### src/rtl/rom_prefetch_master.sv
// rom_prefetch_master: pipelined instruction prefetcher for the ROM port.
// Issues strobe/address requests, buffers acked words with their PC tags.
module rom_prefetch_master #(
    parameter int ADDR_WIDTH = 15,
    parameter int DATA_WIDTH = 32,
    parameter int FIFO_DEPTH = 4,
    parameter logic [ADDR_WIDTH-1:0] RESET_PC = '0
) (
    input  logic                  clk,
    input  logic                  rst_n,
    output logic [ADDR_WIDTH-1:0] rom_addr,
    output logic                  rom_stb,
    input  logic [DATA_WIDTH-1:0] rom_data,
    input  logic                  rom_ack,
    input  logic                  enable,
    input  logic                  redirect,
    input  logic [ADDR_WIDTH-1:0] redirect_pc,
    output logic                  insn_valid,
    output logic [DATA_WIDTH-1:0] insn_data,
    output logic [ADDR_WIDTH-1:0] insn_pc,
    input  logic                  insn_ready
);

    localparam int PW = $clog2(FIFO_DEPTH);
    localparam int CW = PW + 1;

    logic [ADDR_WIDTH-1:0] r_fetch_pc;
    logic [ADDR_WIDTH-1:0] r_req_pc;
    logic                  r_inflight;
    logic [CW-1:0]         r_count;
    logic [PW-1:0]         r_rd_ptr;
    logic [PW-1:0]         r_wr_ptr;
    logic [ADDR_WIDTH-1:0] r_mem_pc   [FIFO_DEPTH];
    logic [DATA_WIDTH-1:0] r_mem_data [FIFO_DEPTH];

    logic [CW-1:0] w_occ;
    logic          w_stb;
    logic          w_push;
    logic          w_pop;
    logic          w_nonempty;

    // Occupancy includes the outstanding request so a push never overflows;
    // a same-cycle pop earns no credit, keeping insn_ready off the strobe path.
    assign w_occ      = r_count + CW'(r_inflight);
    assign w_stb      = rst_n & enable & ~redirect & (w_occ < CW'(FIFO_DEPTH));
    assign w_push     = r_inflight & rom_ack & ~redirect;
    assign w_nonempty = (r_count != '0);
    assign w_pop      = w_nonempty & ~redirect & insn_ready;

    assign rom_stb    = w_stb;
    assign rom_addr   = r_fetch_pc;
    assign insn_valid = w_nonempty & ~redirect;
    assign insn_data  = w_nonempty ? r_mem_data[r_rd_ptr] : '0;
    assign insn_pc    = w_nonempty ? r_mem_pc[r_rd_ptr] : '0;

    // Request side: advance the fetch PC per strobe, remember what is in flight.
    always_ff @(posedge clk) begin
        if (!rst_n) begin
            r_fetch_pc <= RESET_PC;
            r_req_pc   <= '0;
            r_inflight <= 1'b0;
        end else if (redirect) begin
            r_fetch_pc <= redirect_pc & ~ADDR_WIDTH'(3);
            r_inflight <= 1'b0;
        end else begin
            r_inflight <= w_stb;
            if (w_stb) begin
                r_fetch_pc <= r_fetch_pc + ADDR_WIDTH'(4);
                r_req_pc   <= r_fetch_pc;
            end
        end
    end

    // Buffer bookkeeping: pointers and count, flushed by reset or redirect.
    always_ff @(posedge clk) begin
        if (!rst_n || redirect) begin
            r_count  <= '0;
            r_rd_ptr <= '0;
            r_wr_ptr <= '0;
        end else begin
            if (w_push) begin
                r_wr_ptr <= r_wr_ptr + PW'(1);
            end
            if (w_pop) begin
                r_rd_ptr <= r_rd_ptr + PW'(1);
            end
            if (w_push && !w_pop) begin
                r_count <= r_count + CW'(1);
            end else if (!w_push && w_pop) begin
                r_count <= r_count - CW'(1);
            end
        end
    end

    // Buffer storage: tagged words written at the tail on each accepted ack.
    always_ff @(posedge clk) begin
        if (w_push) begin
            r_mem_pc[r_wr_ptr]   <= r_req_pc;
            r_mem_data[r_wr_ptr] <= rom_data;
        end
    end

endmodule

### config.mk
export PLATFORM = sky130hd
export DESIGN_NAME = rom_prefetch_master
export DESIGN_NICKNAME = d
export VERILOG_FILES = /design/src/rtl/rom_prefetch_master.sv
export SDC_FILE = /design/constraint.sdc
export NUM_CORES = 1
export LEC_CHECK = 0
export ABC_AREA = 1
export CORE_AREA = 2 2 122 154
export DETAILED_ROUTE_END_ITERATION = 8
export DIE_AREA = 0 0 124 156
export PLACE_DENSITY = 0.73
export SYNTH_ARGS = -nofsm -noshare
export SYNTH_HDL_FRONTEND = slang
export SYNTH_SLANG_ARGS = --single-unit
### constraint.sdc
create_clock -name clk -period 7.79 [get_ports clk]
set_input_delay 0.779 -clock clk [delete_from_list [all_inputs] [get_ports clk]]
set_output_delay 0.779 -clock clk [all_outputs]
set_load 0.1 [all_outputs]
After elaboration in Yosys (flattened, before gate mapping)

Memories as Yosys holds them, arrays and structs flattened. A register that Yosys moved wholly into a read port is not among the register bits.
Cells that the tools add are included.

Add/sub/neg operators: 6
$lt $le $gt $ge: 1
Muxes and demuxes: 12
Bitwise operators: 9
Reduce and logical (&&, ||, !) cells: 11

Operators with widths:

| kind                  | count |
|---|---|
| $mux 15               | 3 |
| $mux 32               | 1 |
| $add 15x3->15 const B | 1 |
| $mux 2                | 4 |
| $and 1x1->1           | 7 |
| $mux 3                | 2 |
| $add 2x1->2 const B   | 2 |
| $reduce_bool 2->1     | 2 |
| $add 3x1->3           | 1 |
| $add 3x1->3 const B   | 1 |
| $logic_not 1->1       | 3 |
| $lt 3x3->1 const B    | 1 |
| $reduce_bool 3->1     | 1 |
| $sub 3x1->3 const B   | 1 |
| $logic_and 1x1->1     | 2 |
| $mux 1                | 2 |
| $not 1->1             | 2 |
| $reduce_and 2->1      | 1 |
| $reduce_or 2->1       | 1 |
| $logic_or 1x1->1      | 1 |

Bits in registers: 38
RAM bits: 188
Input bits: 53
Output and inout bits: 64
Word-level logic and storage cells: 48
Memories kept: 2

Memories:

| name       | words | width | rd ports | clocked after memory_dff | wr ports | RTL line | text |
|---|---|---|---|---|---|---|---|
| r_mem_data | 4     | 32    | 1        | 1                        | 1        | 34       | `logic [DATA_WIDTH-1:0] r_mem_data [FIFO_DEPTH];` |
| r_mem_pc   | 4     | 15    | 1        | 1                        | 1        | 33       | `logic [ADDR_WIDTH-1:0] r_mem_pc [FIFO_DEPTH];` |

Longest topological paths before layout

Gate-level depths: netlist of run 1.

Word-level depth: 6
Gate-level depth with buffers: 10
Gate-level depth less buffers: 10

Least setup slack after synthesis of run 1

OpenSTA, ideal clock, no wires.

Path kind: input to register
Start: input redirect
End: memory r_mem_data[0][0], enable pin
Setup time: 447 ps
Arrival: 3072 ps
Required time: 7343 ps
Path slack: 4270 ps
Stages: 4
Path buffers: 1
Cells stage by stage: buf_2 nor2_1 inv_1 nor2_1

Word-level cells in the longest chain between the ends: 4

RTL lines:

| element                      | RTL line | text |
|---|---|---|
| start: declaration           | 16       | `input logic redirect,` |
| $not 1->1                    | 46       | `assign w_push = r_inflight & rom_ack & ~redirect;` |
| $and 1x1->1                  | 46       |  |
| via w_push                   | 38       | `logic w_push;` |
| $mux 1                       | 97       | `if (w_push) begin` |
| $mux 1 (not written as such) | 99       | `r_mem_data[r_wr_ptr] <= rom_data;` |
| end: declaration             | 34       |  |

The timed path passes the listed nets, and every way through them passes these cells.

==> results of run 1 <==
==> power by group through the flow <==
stage | Sequential, mW | Combinational [mW] | Clock (mW)
finish | 1.27 | 0.170 | 1.00
global route | 1.27 | 0.180 | 1.07
CTS | 1.27 | 0.171 | 1.02
detailed placement | 1.30 | 0.170 | 0
global placement | 1.30 | 0.169 | 0
floorplan | 1.32 | 0.0857 | 0
==> synth_stat cells (all sizes together) <==
cell / n / area share
buf: 22 / 0.016
nor3b: 1 / 0.00085
ha: 6 / 0.0085
nor2: 218 / 0.095
a21oi: 70 / 0.041
conb: 1 / 0.00042
nand3: 26 / 0.017
nand4: 1 / 0.0014
edfxtp: 180 / 0.61
fa: 1 / 0.0023
a21boi: 2 / 0.0017
xor2: 1 / 0.00099
nor3: 1 / 0.0018
nand2: 72 / 0.032
dfxtp: 36 / 0.082
xnor2: 1 / 0.00099
inv: 35 / 0.015
clkbuf: 23 / 0.0098
o21ai: 111 / 0.063
==> area by class of cell <==
type                            count  area, um^2  share of cell area
Tap cell                          228       285.3             0.02641
Multi-Input combinational cell    515        2400              0.2221
Timing Repair Buffer              117        1154              0.1068
Clock inverter                      7       82.58            0.007644
Clock buffer                       30       619.3             0.05733
Sequential cell                   216        6131              0.5675
Inverter                           35       131.4             0.01216
==> cells by family after synthesis <==
| group | after synthesis | share of synthesized area |
|---|---|---|
| AOI/OAI and AO/OA | 183 | 0.1059 |
| DFF | 216 | 0.6929 |
| xor gates and xnor gates | 2 | 0.001982 |
| adders and majority gates | 7 | 0.01076 |
| other | 1 | 0.0004242 |
| buffers and inverters | 80 | 0.04033 |
| and+or+nand+nor | 319 | 0.1478 |
==> worst max path at each step <==
stage / startpoint / end / slack [ns]
finish: flop / insn_data[26] / 3.20
global route: flop / insn_pc[10] / 3.02
global placement: rst_n / rom_stb / 3.36
detailed placement: rst_n / rom_stb / 3.34
CTS: flop / insn_pc[10] / 3.16
floorplan: redirect / r_mem_data[0][0] / 4.27
==> layer usage <==
metal / routed length, um / part of all wire / vias up / global-route usage
li1: - / - / 2959 / -
met1: 7142 / 0.40 / 2788 / 0.2107
met2: 9331 / 0.52 / 152 / 0.3312
met3: 1022 / 0.057 / 33 / 0.02997
met4: 328 / 0.018 / 0 / 0.05511
met5: 0 / 0 / - / 0
==> sequential cells by signal (all words and copies together), names as in the netlist, named ones only <==
name / count
r_mem_pc: 52
r_rd_ptr: 2
r_inflight: 1
rom_addr: 13
r_req_pc: 13
r_wr_ptr: 2
r_count: 3
r_mem_data: 128
==> critical path, delay by kind of cell, from the launching register on <==
| kind | cells | cell delay (ns) |
|---|---|---|
| AOI/OAI and AO/OA | 2 | 0.46 |
| DFF | 1 | 0.61 |
| buffers and inverters | 3 | 2.14 |
==> stage by stage <==
stage	instances	utilization	setup WS (ns)	hold slack, ns	cell area, um^2
global placement	1111	0.5645	3.362	0.4397	10100
CTS	1148	0.6038	3.156	0.4645	10800
finish	1148	0.6038	3.199	0.4650	10800
detailed placement	1111	0.5645	3.340	0.4543	10100
floorplan	811	-	4.270	0.4439	8852
global route	1148	0.6038	3.022	0.4962	10800
==> impl_metrics.yaml, run 1 <==
global_route:
  grtUsageTotal: 0.1794
  antenna_found_initial: 0
  grt_pass1_vias: 5521
  grt_max_degree: 92
  overflow: 0
  grt_pass1_wl_um: 26940
route:
  drt-total-wl_um: 17820
  dr.pass1.iters: 5
  via_per_inst: 5.167
  vias: 5932
  drc: 0
  postRouteAntennaNets: 0
  wl_per_cell_um: 15.53
  drt-initial-drc-count: 371
power_and_ir_drop:
  clock_power_share: 0.410
  p_int_mw: 1.926
  p_leak_nw: 3.758
  pwr-share-seq: 0.520
  ir_worst_vdd_mv: 0.1740
  switching_share: 0.2124
  finalPower_mw: 2.445
  combPwrFrac: 0.070
  p_switching_mw: 0.5193
  power.density_nw_per_um2: 226.3
worst_setup_path:
  cp_max_fo: 91
  path_cells: "inv_2 > buf_4 > o21ai_0 > a21oi_1 > clkdlybuf4s50_1"
  worstReg2RegEnd: "r_count[2]"
  slowest_delay_ns: 1.18
  critPathSlowestCell: "clkdlybuf4s50_1"
  required_ns: 7.01
  cp.arrival_ns: 3.81
  worstRegToRegCells: 11
  regToRegStartpoint: "r_count[0]"
  reg2reg_slack_ns: 5.20
  end_kind: "output pin"
  critPathKind: "reg2out"
  start_kind: "flop"
die:
  boundaryPins: 117
  coreArea_um2: 17890
  start_util: 0.4941
  die_y_um: 156
  die_area_um2: 19340
  num_rows: 55
  die_w_um: 124
placed_design:
  portBuffers: 110
  hpwl_um: 9704
  place_congestion: 0.8310
clocking:
  cts_max_level: 1
  cts_resized: 0
  clk_pin_slew_ns: 0.06
  clkLatencyLatePin_ns: 0.48
  cts-root-buf: "clkbuf_16"
  hold_buffers: 0
  ctsLongestPathBuffers: 3
  post_cts_buffers: 0
  numCtsBuffers: 21
  cts_tree: "yes"
  numClockSinks: 216
layout:
  fin_nets: 966
  final_common_cell: "nor2_1"
  area_growth_pct: 22.19
  antenna_cells: 0
  fill_cells: 1382
  layout_common_cells: "212 x nor2_1, 180 x edfxtp_1, 110 x clkdlybuf4s50_1"
  drive_gt1_frac: 0.07065
sta:
  fin_skew_ns: 0.009383
  maxSlewViolCount: 0
  fin_crit_ns: 4.591
  fmax_ghz: 0.2178
  fin_tns_setup_ns: 0
  rsz0062_at_grt: "false"
  finalSetupViolCount: 0
  finalHoldViolations: 0
  timing.final.crit_share: 0.5894
  worst_pin_slew_ns: 1.038
  slew_headroom: 0.3058
synth:
  netlist_instances: 808
  syn-mean-instance-area_um2: 10.94
  synth.distinct_cells: 29
  ys_seq_elements: 216
  ys_warn_count: 0
  synthesis.area_um2: 8841
  ys_seq_area_frac: 0.6929
worst_hold_path:
  hold_path_class: "reg2reg"
  hp-start: "r_rd_ptr[0]"
  holdPathStages: 2
run:
  drv_cap: 0
status:
  outcome: "completed"
No activity file was read; power rests on OpenSTA's default activity.
==> run 2, diff against run 1 <==
--- a/config.mk
+++ b/config.mk
@@ -9,7 +9,7 @@
 export CORE_AREA = 2 2 122 154
 export DETAILED_ROUTE_END_ITERATION = 8
 export DIE_AREA = 0 0 124 156
-export PLACE_DENSITY = 0.73
+export PLACE_DENSITY = 0.76
 export SYNTH_ARGS = -nofsm -noshare
 export SYNTH_HDL_FRONTEND = slang
 export SYNTH_SLANG_ARGS = --single-unit
==> constraint.sdc (replaced) <==
create_clock -name clk -period 4 [get_ports clk]
set_input_delay 0.4 -clock clk [delete_from_list [all_inputs] [get_ports clk]]
set_output_delay 0.4 -clock clk [all_outputs]
set_load 0.1 [all_outputs]
==> impl_metrics.yaml, run 2 (synthesized netlist as in run 1, its figures left out) <==
worst_setup_path:
  start_kind: "flop"
  worstReg2RegEnd: "r_mem_pc[2][6]"
  cp.arrival_ns: 2.61
  crit_family: "buffers and inverters"
  reg2reg_slack_ns: 1.93
  worstRegToRegCells: 5
  required_ns: 3.60
  critPathKind: "reg2out"
  regToRegStartpoint: "r_inflight"
  slowest_delay_ns: 0.71
  cp_max_fo: 90
  critPathSlowestCell: "buf_4"
  path_cells: "buf_4 > nor2_1 > nor2_1 > o21ai_0 > a21oi_1 > buf_4"
  end_kind: "output pin"
  path_buf_inv: 2
placed_design:
  placed_cell_area_um2: 10050
  hpwl_um: 10900
  place_congestion: 0.7888
  dp_slack_ns: 1.069
  portBuffers: 110
power_and_ir_drop:
  ir_worst_vdd_mv: 0.3201
  power.density_nw_per_um2: 435.1
  p_leak_nw: 3.862
clocking:
  clk_pin_slew_ns: 0.07
  numClockSinks: 216
  clkLatencyLatePin_ns: 0.48
  post_cts_buffers: 0
  cts_max_level: 1
  cts_resized: 0
  hold_buffers: 0
  ctsLongestPathBuffers: 3
  cts-root-buf: "clkbuf_16"
  cts_tree: "yes"
  numCtsBuffers: 20
sta:
  fmax_ghz: 0.3321
  rsz0062_at_grt: "false"
  fin_crit_ns: 3.011
  worst_pin_slew_ns: 0.9970
  slew_headroom: 0.3332
  finalHoldViolations: 0
  maxSlewViolCount: 0
  finalSetupViolCount: 0
  fin_tns_setup_ns: 0
  fin_skew_ns: 0.007517
  worst_slack_ns: 0.9888
  timing.final.crit_share: 0.7528
layout:
  fin_nets: 972
  final_area_um2: 10700
  area_growth_pct: 21.06
  layout_common_cells: "212 x nor2_1, 180 x edfxtp_1, 88 x o21ai_0"
  largest-register: "r_mem_data"
  final_common_cell: "nor2_1"
  antenna_cells: 0
  largest_reg_flops: 128
  top_regs: "r_mem_data x128, r_mem_pc x52"
  drive_gt1_frac: 0.1263
route:
  drt-initial-drc-count: 591
  drc: 0
  wl_per_cell_um: 16.08
  drt-total-wl_um: 18560
  vias: 6077
  via_per_inst: 5.266
  dr.pass1.iters: 4
  postRouteAntennaNets: 0
worst_hold_path:
  holdPathStages: 2
  hp-start: "r_rd_ptr[0]"
  hold_path_class: "reg2reg"
global_route:
  grt_pass1_vias: 5622
  antenna_found_initial: 0
  overflow: 0
  grt_max_degree: 91
  grt_pass1_wl_um: 28170
  grtUsageTotal: 0.1877
die:
  die_area_um2: 19340
  start_util: 0.4941
  coreArea_um2: 17890
  boundaryPins: 117
  die_y_um: 156
  num_rows: 55
  die_w_um: 124
run:
  drv_cap: 0
status:
  outcome: "completed"
## run 2: per-layer routing
| layer | GRT usage | wire [um] |
|---|---|---|
| met1 | 0.2375 | 7662 |
| met2 | 0.3305 | 9413 |
| met3 | 0.02997 | 1129 |
| met4 | 0.05564 | 354 |
| met5 | 0 | 0 |
## run 2: report_power, final
part / internal (mW) / total, mW / leakage (nW) / switching [mW]
clock network: 1.08 / 1.85 / 0.319 / 0.763
logic: 0.0963 / 0.334 / 1.61 / 0.238
registers: 2.45 / 2.48 / 1.93 / 0.0237
## run 2: layout make-up
type | count | area (um^2)
multi-input combinational | 515 | 2400
fill | 1428 | 7189
clock inverter | 8 | 72.57
timing repair buffer | 124 | 1101
inverter | 35 | 131.4
sequential | 216 | 6131
tap | 228 | 285.3
clock buffer | 28 | 581.8
## run 2: tightest hold or removal path, cell delays in order (launching register included)
cell and delay [ns]:
dfxtp_1 0.31, inv_1 0.06, a21oi_1 0.06
## run 2: worst max path at each step
| stage | start | to | slack [ns] | depth (start not counted) |
|---|---|---|---|---|
| after floorplan | redirect | r_mem_data[0][0] | 0.86 | 4 |
| after global placement | redirect | r_mem_pc[2][5] | 1.12 | 5 |
| after detailed placement | redirect | r_mem_pc[2][5] | 1.07 | 5 |
| after CTS | flop | insn_pc[12] | 0.93 | 6 |
| after global routing | flop | insn_pc[12] | 0.83 | 6 |
| final | flop | insn_pc[12] | 0.99 | 6 |
## run 2: through the flow
stage | power, mW | cells | util | hold WS [ns]
global placement | 2.852 | 1118 | 0.5616 | 0.4420
finish | 4.656 | 1154 | 0.5982 | 0.4751
CTS | 4.691 | 1154 | 0.5982 | 0.4700
global route | 4.799 | 1154 | 0.5982 | 0.4746
floorplan | 2.742 | 811 | - | 0.4439
detailed placement | 2.857 | 1118 | 0.5616 | 0.4583
==> run 3, diff against run 2 <==
--- a/config.mk
+++ b/config.mk
@@ -9,7 +9,7 @@
 export CORE_AREA = 2 2 122 154
 export DETAILED_ROUTE_END_ITERATION = 8
 export DIE_AREA = 0 0 124 156
-export PLACE_DENSITY = 0.76
+export PLACE_DENSITY = 0.73
 export SYNTH_ARGS = -nofsm -noshare
 export SYNTH_HDL_FRONTEND = slang
 export SYNTH_SLANG_ARGS = --single-unit
==> constraint.sdc (replaced) <==
create_clock -name clk -period 3.1 [get_ports clk]
set_input_delay 0.31 -clock clk [delete_from_list [all_inputs] [get_ports clk]]
set_output_delay 0.31 -clock clk [all_outputs]
set_load 0.1 [all_outputs]
==> impl_metrics.yaml, run 3 (synthesized netlist as in run 1, its figures left out) <==
status:
  outcome: "completed"
layout:
  antenna_cells: 0
  largest-register: "r_mem_data"
  fin_nets: 975
  top_regs: "r_mem_data x128, r_mem_pc x52"
  area_growth_pct: 28.21
  layout_common_cells: "211 x nor2_1, 180 x edfxtp_1, 88 x o21ai_0"
  final_cells: 1157
  fill_cells: 1325
  drive_gt1_frac: 0.1399
  final_common_cell: "nor2_1"
  final_area_um2: 11330
  largest_reg_flops: 128
clocking:
  numClockSinks: 216
  cts_max_level: 1
  clkLatencyLatePin_ns: 0.48
  cts_resized: 0
  ctsLongestPathBuffers: 3
  hold_buffers: 0
  post_cts_buffers: 0
  numCtsBuffers: 20
  cts-root-buf: "clkbuf_16"
  cts_tree: "yes"
  clk_pin_slew_ns: 0.06
worst_hold_path:
  holdPathStages: 1
  hold_path_class: "in2reg"
  hp-start: "rom_data[8]"
worst_setup_path:
  cp_max_fo: 34
  required_ns: 2.79
  worstRegToRegCells: 10
  cp.arrival_ns: 2.39
  start_kind: "flop"
  regToRegStartpoint: "r_count[0]"
  critPathKind: "reg2out"
  end_kind: "output pin"
global_route:
  grtUsageTotal: 0.1855
  grt_max_degree: 51
  grt_pass1_vias: 5693
  overflow: 0
  antenna_found_initial: 0
  grt_pass1_wl_um: 27920
die:
  die_w_um: 124
  die_area_um2: 19340
  start_util: 0.4941
  die_y_um: 156
  num_rows: 55
  boundaryPins: 117
  coreArea_um2: 17890
placed_design:
  hpwl_um: 10540
  dp.cells: 1121
  portBuffers: 110
  place_congestion: 0.8275
  placed_cell_area_um2: 10650
route:
  wl_per_cell_um: 15.44
  vias: 6062
  drt-total-wl_um: 17870
  postRouteAntennaNets: 0
  dr.pass1.iters: 5
  drt-initial-drc-count: 449
  drc: 0
  via_per_inst: 5.239
sta:
  slew_headroom: 0.3515
  finalSetupViolCount: 0
  maxSlewViolCount: 0
  rsz0062_at_grt: "false"
  finalHoldViolations: 0
  fmax_ghz: 0.3710
  worst_pin_slew_ns: 0.9697
  whs_ns: 0.4525
  timing.final.crit_share: 0.8696
  fin_crit_ns: 2.696
  fin_skew_ns: 0.01637
  fin_tns_setup_ns: 0
run:
  drv_cap: 0
power_and_ir_drop:
  power.density_nw_per_um2: 543.0
  p_leak_nw: 4.040
  ir_worst_vdd_mv: 0.3813
  finalPower_mw: 6.155
run 3: per-stage QoR:
stage	utilization	worst slack, ns
final	0.6335	0.4043
after global routing	0.6335	0.2497
after CTS	0.6335	0.3634
after detailed placement	0.5953	0.8699
after global placement	0.5953	0.9101
after floorplan	-	0.04417
run 3: final cells by class:
type                            count  area (um^2)  area share
Inverter                           35        131.4     0.01159
Clock buffer                       26        554.3     0.04890
Clock inverter                     10        128.9     0.01137
Sequential cell                   216         6131      0.5409
Timing Repair Buffer              127         1702      0.1501
Tap cell                          228        285.3     0.02517
Multi-Input combinational cell    515         2402      0.2119
run 3: final timing paths:
path	endpoint	slack, ns
worst max-delay path	insn_pc[10]	0.40
worst min-delay path	r_mem_data[3][8]	0.45
worst max register to register	r_count[2]	1.13
worst min register to register	r_rd_ptr[0]	0.47
run 3: power breakdown:
part / internal (mW) / switching (mW) / total [mW] / leakage (nW)
logic: 0.153 / 0.310 / 0.463 / 1.77
clock network: 1.52 / 0.982 / 2.50 / 0.333
registers: 3.16 / 0.0310 / 3.19 / 1.93
run 3: worst max-delay path, stage by stage (launching register included):
cell and delay (ns):
dfxtp_4 0.56, buf_4 0.43, nor2_1 0.11, nor2_1 0.11
o21ai_1 0.09, a21oi_1 0.36, buf_12 0.23
run 3: per-layer routing:
metal,vias up,share of wire,global-route usage
met1,2860,0.39,0.2146
met2,191,0.53,0.3414
met5,-,0,0
li1,2977,-,-
met4,0,0.024,0.06635
met3,34,0.059,0.03070
